`config.mk`:
```
export PLATFORM = sky130hd
export DESIGN_NAME = writeback_stage
export DESIGN_NICKNAME = d
export VERILOG_FILES = /design/src/rtl/writeback_pkg.sv /design/src/rtl/writeback_stage_skid.sv /design/src/rtl/writeback_stage.sv
export SDC_FILE = /design/constraint.sdc
export NUM_CORES = 1
export LEC_CHECK = 0
export ABC_AREA = 0
export ABC_CLOCK_PERIOD_IN_PS = 2200
export BUFFER_PORTS_ARGS = -buffer_cell sky130_fd_sc_hd__buf_2
export CAP_MARGIN = 10
export CORE_MARGIN = 3
export CORE_UTILIZATION = 46
export CTS_BUF_LIST = sky130_fd_sc_hd__clkbuf_16
export CTS_CLUSTER_SIZE = 16
export DETAILED_ROUTE_END_ITERATION = 6
export PLACE_DENSITY = 0.69
export SYNTH_ARGS = -nofsm -noshare
export SYNTH_HDL_FRONTEND = slang
export SYNTH_HIERARCHICAL = 1
export SYNTH_SLANG_ARGS = --single-unit
```
`constraint.sdc`:
```
create_clock -name clk -period 2.2 [get_ports clk]
set_clock_uncertainty 0.1 [all_clocks]
set_input_delay 0.33 -clock clk [delete_from_list [all_inputs] [get_ports clk]]
set_output_delay 0.33 -clock clk [all_outputs]
set_load 0.01 [all_outputs]
```
`src/rtl/writeback_pkg.sv`:
```
// writeback_pkg
//   Shared types and widths for the writeback stage.
//   WB_DATA_W / WB_ADDR_W : default result width and register index width
//   wb_src_e              : which result path an entry came from
//   wb_entry_t            : one pending register-file write {rd, data}
package writeback_pkg;

   localparam int WB_DATA_W = 32;
   localparam int WB_ADDR_W = 5;

   typedef enum logic {
      SRC_ALU = 1'b0,
      SRC_MEM = 1'b1
   } wb_src_e;

   typedef struct packed {
      logic [WB_ADDR_W-1:0] rd;
      logic [WB_DATA_W-1:0] data;
   } wb_entry_t;

endpackage

```
`src/rtl/writeback_stage_skid.sv`:
```
// wb_skid_reg
//   One-entry holding register in front of the writeback arbiter.
//   clk, reset : clock, synchronous active-high reset
//   in_valid   : upstream offers in_entry
//   in_ready   : entry accepted when in_valid && in_ready
//   in_entry   : offered {rd, data}
//   pop        : arbiter consumes the held entry this cycle
//   full       : an entry is held
//   entry      : the held {rd, data}
//
// Handshake: a transfer happens on the rising edge where in_valid && in_ready.
// in_ready = !full || pop, so a popped entry can be replaced in the same cycle
// and an uncontended source sustains one entry per cycle.
module wb_skid_reg
   import writeback_pkg::*;
(
   input  logic      clk,
   input  logic      reset,
   input  logic      in_valid,
   output logic      in_ready,
   input  wb_entry_t in_entry,
   input  logic      pop,
   output logic      full,
   output wb_entry_t entry
);

   logic accept;

   assign in_ready = !full || pop;
   assign accept   = in_valid && in_ready;

   always_ff @(posedge clk) begin
      if (reset) begin
         full  <= 1'b0;
         entry <= '0;
      end else if (accept) begin
         full  <= 1'b1;
         entry <= in_entry;
      end else if (pop) begin
         full  <= 1'b0;
      end
   end

endmodule

```
`src/rtl/writeback_stage.sv`:
```
// writeback_stage
//   Arbitrates ALU and load results onto the single register-file write port
//   and tracks outstanding loads per register.
//   clk, reset                      : clock, synchronous active-high reset
//   alu_valid/alu_ready/alu_rd/alu_data : ALU result handshake and payload
//   mem_valid/mem_ready/mem_rd/mem_data : load result handshake and payload
//   issue_valid, issue_rd           : a load to issue_rd is issued this cycle
//   query_rs1, query_rs2            : source registers being issued
//   rs1_pending, rs2_pending        : combinational scoreboard lookups
//   write_enable, rd, reg_data_in   : registered register-file write port
//
// Handshake (both sources): a result transfers on the rising edge where
// valid && ready; ready = !full || granted. Grant depends only on skid state,
// so ready never depends on valid. Upstream holds valid and payload stable
// until the transfer.
module writeback_stage
   import writeback_pkg::*;
#(
   parameter int DATA_WIDTH = WB_DATA_W,
   parameter int ADDR_WIDTH = WB_ADDR_W
) (
   input  logic                  clk,
   input  logic                  reset,
   input  logic                  alu_valid,
   output logic                  alu_ready,
   input  logic [ADDR_WIDTH-1:0] alu_rd,
   input  logic [DATA_WIDTH-1:0] alu_data,
   input  logic                  mem_valid,
   output logic                  mem_ready,
   input  logic [ADDR_WIDTH-1:0] mem_rd,
   input  logic [DATA_WIDTH-1:0] mem_data,
   input  logic                  issue_valid,
   input  logic [ADDR_WIDTH-1:0] issue_rd,
   input  logic [ADDR_WIDTH-1:0] query_rs1,
   input  logic [ADDR_WIDTH-1:0] query_rs2,
   output logic                  rs1_pending,
   output logic                  rs2_pending,
   output logic                  write_enable,
   output logic [ADDR_WIDTH-1:0] rd,
   output logic [DATA_WIDTH-1:0] reg_data_in
);

   localparam int NUM_REGS = 2 ** ADDR_WIDTH;

   wb_entry_t alu_in, mem_in, alu_head, mem_head, grant_entry;
   logic      alu_full, mem_full, alu_pop, mem_pop, grant_any;
   wb_src_e   grant_src, last_grant, out_src;

   logic [NUM_REGS-1:0] pending, pending_next;

   assign alu_in = '{rd: alu_rd, data: alu_data};
   assign mem_in = '{rd: mem_rd, data: mem_data};

   wb_skid_reg u_alu_skid (
      .clk      (clk),
      .reset    (reset),
      .in_valid (alu_valid),
      .in_ready (alu_ready),
      .in_entry (alu_in),
      .pop      (alu_pop),
      .full     (alu_full),
      .entry    (alu_head)
   );

   wb_skid_reg u_mem_skid (
      .clk      (clk),
      .reset    (reset),
      .in_valid (mem_valid),
      .in_ready (mem_ready),
      .in_entry (mem_in),
      .pop      (mem_pop),
      .full     (mem_full),
      .entry    (mem_head)
   );

   // Under contention the source that lost last time wins; last_grant only
   // moves on contention, so the two sources strictly alternate.
   always_comb begin
      grant_any   = alu_full || mem_full;
      grant_src   = SRC_ALU;
      if (alu_full && mem_full) begin
         grant_src = (last_grant == SRC_ALU) ? SRC_MEM : SRC_ALU;
      end else if (mem_full) begin
         grant_src = SRC_MEM;
      end
      alu_pop     = grant_any && (grant_src == SRC_ALU);
      mem_pop     = grant_any && (grant_src == SRC_MEM);
      grant_entry = (grant_src == SRC_MEM) ? mem_head : alu_head;
   end

   always_ff @(posedge clk) begin
      if (reset) begin
         last_grant <= SRC_ALU;
      end else if (alu_full && mem_full) begin
         last_grant <= grant_src;
      end
   end

   // Writes to x0 still take a grant slot and load rd/data, but never strobe.
   always_ff @(posedge clk) begin
      if (reset) begin
         write_enable <= 1'b0;
         rd           <= '0;
         reg_data_in  <= '0;
         out_src      <= SRC_ALU;
      end else if (grant_any) begin
         write_enable <= (grant_entry.rd != '0);
         rd           <= grant_entry.rd;
         reg_data_in  <= grant_entry.data;
         out_src      <= grant_src;
      end else begin
         write_enable <= 1'b0;
      end
   end

   // A load's bit clears on the edge the register file captures its data.
   // The set is applied after the clear so a same-cycle reissue wins.
   always_comb begin
      pending_next = pending;
      if (write_enable && (out_src == SRC_MEM)) begin
         pending_next[rd] = 1'b0;
      end
      if (issue_valid && (issue_rd != '0)) begin
         pending_next[issue_rd] = 1'b1;
      end
      pending_next[0] = 1'b0;
   end

   always_ff @(posedge clk) begin
      if (reset) begin
         pending <= '0;
      end else begin
         pending <= pending_next;
      end
   end

   assign rs1_pending = pending[query_rs1];
   assign rs2_pending = pending[query_rs2];

endmodule

```
==> results.txt <==
final core utilization: 57.04%
yosys warns: 6
I/O Buffers: 135
fin area: 8102 µm²
Main synth FF type: dfxtp_1
fin. max-slew vios: 0
die area: 16,310 µm²
HPWL after detailed placement: 11.48 mm
largest net degree at the start of global routing: 66
Slew HR: 52.22%
worst-margin pin slew: 0.7141 ns
critical path class: reg2out
unique cell type count in the Yosys netlist: 43
layout cells sized above 1: 30.58%
Yosys top cell area share: 43.20%
Fmax: 0.4668 GHz
element type at the critical path end: primary output
H-tree depth: 4
worst IR drop on VDD: 502.6 µV
Hold Fails Final Rpt: 0
placed inst area: 7566 µm²
Mean Syn Cell Area: 9.012 µm²
status: completed
clock-pin slew on the worst setup and hold paths: 0.06 ns
critical path arrival: 1.71 ns
TritonCTS Buffers: 17
RSZ-0062 raised after global routing: yes
first-pass GRT wire length: 27.90 mm
final WL: 17.18 mm
number of global-route vias before repair: 5,495
number of synthesized flops with an enable pin: 0
Initial DRT Pass Iterations: 5
crit-path max FO: 3
register area share after synthesis: 43.20%
smallest setup slack after layout: 0.05762 ns
# diodes: 0
synth-to-layout area growth: 18.92%
CTS tree: done
Post-Syn Nets: 850
Site Rows: 43
initial antenna violation count: 0
Hold-fix buffers, CTS: 0
Overall Power: 6180 µW
GR Overflow Total: 0
clock sinks: 147
CTS Root Cell: clkbuf_16
clock latency on the worst-skew pair: 0.42 ns
Die X: 127.7 µm
Synth Area in Adders: 0%
ys async rst share: 0%
Yosys reg bits: 147
Tmin final: 2.142 ns
Vias/cell: 5.601
core region area: 14,200 µm²
dpl ws: 0.2326 ns
Initial Util: 47.97%
CP required: 1.77 ns
hold slack final: 0.06083 ns
Final ANT Viol Nets: 0
leakage power: 0.003267 µW
Final Wtd Congestion: 0.8624
synthesized cell area: 6813 µm²
GRT Total Usage: 21.21%
# nets final: 956
complex-gate fraction of the synthesized area: 25.97%
top post-synthesis cells by area: dfxtp_1 43%, a21bo_2 11%, a21oi_1 8.4%
Gate Count Post-Synth: 756
mux share of post-synthesis cell area: 10.12%
number of remaining DRC errors: 0
initial drt markers: 404
Yosys top cell by area: dfxtp_1
# IOs: 136
Synth Area in XOR/XNOR: 0.1286%
final setup violation count: 0
clk buf depth: 2
PwrDens: 762.9 nW/µm²
simple logic cell fraction of the synthesized area: 14.80%
chip height: 127.7 µm
Hold Crit Class: in2reg
Final Cycle Share: 97.38%
largest family of logic cells by synthesized area: compound AO/OA/AOI/OAI gates
vias: 5,898
maxcap violations: 0
Startpoint Class: register
WL/cell: 16.32 µm
report_power, final:
part           switching [µW]  internal, µW  leakage [µW]
logic                     431           354       0.00180
registers                78.5          2790       0.00120
clock network            1030          1500      0.000263
registers in the layout, indices dropped and copies added, names as in the netlist:
register and flops:
u_alu_skid/entry 37, rd 5, pending 31, u_alu_skid/full 1
u_mem_skid/full 1, reg_data_in 32, u_mem_skid/entry 37, out_src 1
last_grant 1, write_enable 1
cell usage in the layout, fill, tap and decap left out, types with 4 or more instances in the layout:
cell type  count
dfxtp_1      140
buf_2        134
a21oi_1      115
nand3_1       83
nand2_1       76
a21bo_2       72
mux2i_1       55
o21ai_1       37
o21ai_0       31
clkbuf_16     17
buf_4         13
nor2_1        12
inv_1          9
dfxtp_2        7
buf_12         6
mux4_2         5
clkinv_1       5
nand2b_4       4
a22oi_1        4
nor3b_1        4
clkinv_2       4
routing by layer:
| layer | track usage (%) | wire length [µm] | vias to the layer above |
|---|---|---|---|
| li1 | - | - | 2921 |
| met1 | 29.41 | 7875 | 2774 |
| met2 | 32.21 | 7889 | 179 |
| met3 | 5.833 | 1155 | 24 |
| met4 | 6.866 | 262 | 0 |
| met5 | 0 | 0 | - |
repair_timing:
item | in CTS | in global routing
setup endpoints to repair | 1 | 2
gates resized for setup | 1 | 9
pin swaps | 0 | 4
setup buffers | 0 | 0
cells in the mapped netlist (3+ instances only):
master / instances
a21bo_2: 72
a21oi_1: 115
a22oi_1: 4
and3b_1: 3
buf_1: 4
buf_2: 29
buf_6: 11
clkbuf_1: 20
dfxtp_1: 147
inv_1: 6
mux2i_1: 55
mux4_2: 5
nand2_1: 76
nand2b_1: 4
nand3_1: 83
nand3b_1: 3
nand4_1: 3
nor2_1: 12
nor2b_1: 3
nor3b_1: 4
o21ai_0: 31
o21ai_1: 37
worst paths after layout:
check / cells past startpoint / startpoint / slack (ns) / to
worst max-delay path: 5 / pending[7]$_SDFF_PP0_ / 0.06 / rs1_pending
worst max register to register: 5 / u_mem_skid/full$_SDFFE_PP0P_ / 0.47 / u_mem_skid/entry[4]$_SDFFE_PP0P_
worst min-delay path: 3 / alu_data[17] / 0.06 / u_alu_skid/entry[17]$_SDFFE_PP0P_
worst min register to register: 2 / reg_data_in[25]$_SDFFE_PP0N_ / 0.34 / reg_data_in[25]$_SDFFE_PP0N_
area by class of cell:
cell class	instances	area [µm²]
multi-input cells	537	3508
inverters	6	22.52
clock inverters	13	80.08
flip-flops and latches	147	2952
clock buffers	17	425.4
fillers	1358	6102
repair buffers	153	888.4
well taps	180	225.2
per-stage QoR:
stage,std cells,TNS (ns)
2_1_floorplan,756,0
3_3_place_gp,1023,0
3_5_place_dp,1023,0
4_1_cts,1053,0
5_1_grt,1053,-0.001510
6_report,1053,0
worst max-delay path, stage by stage, from the launching register on:
cell and delay [ns]:
dfxtp_2 0.33, mux4_2 0.46, nand2b_4 0.15, o211ai_1 0.09, nand4_1 0.12, buf_2 0.16
cell families (layout without fill, tap and decap cells):
logic type             count (synthesis)  in the layout
XOR/XNOR                               1              1
buffers and inverters                 72            189
AND/OR/NAND/NOR                      205            205
AO/OA/AOI/OAI                        270            270
flip-flops                           147            147
multiplexers                          61             61
Power figures use the tool's default switching activity.
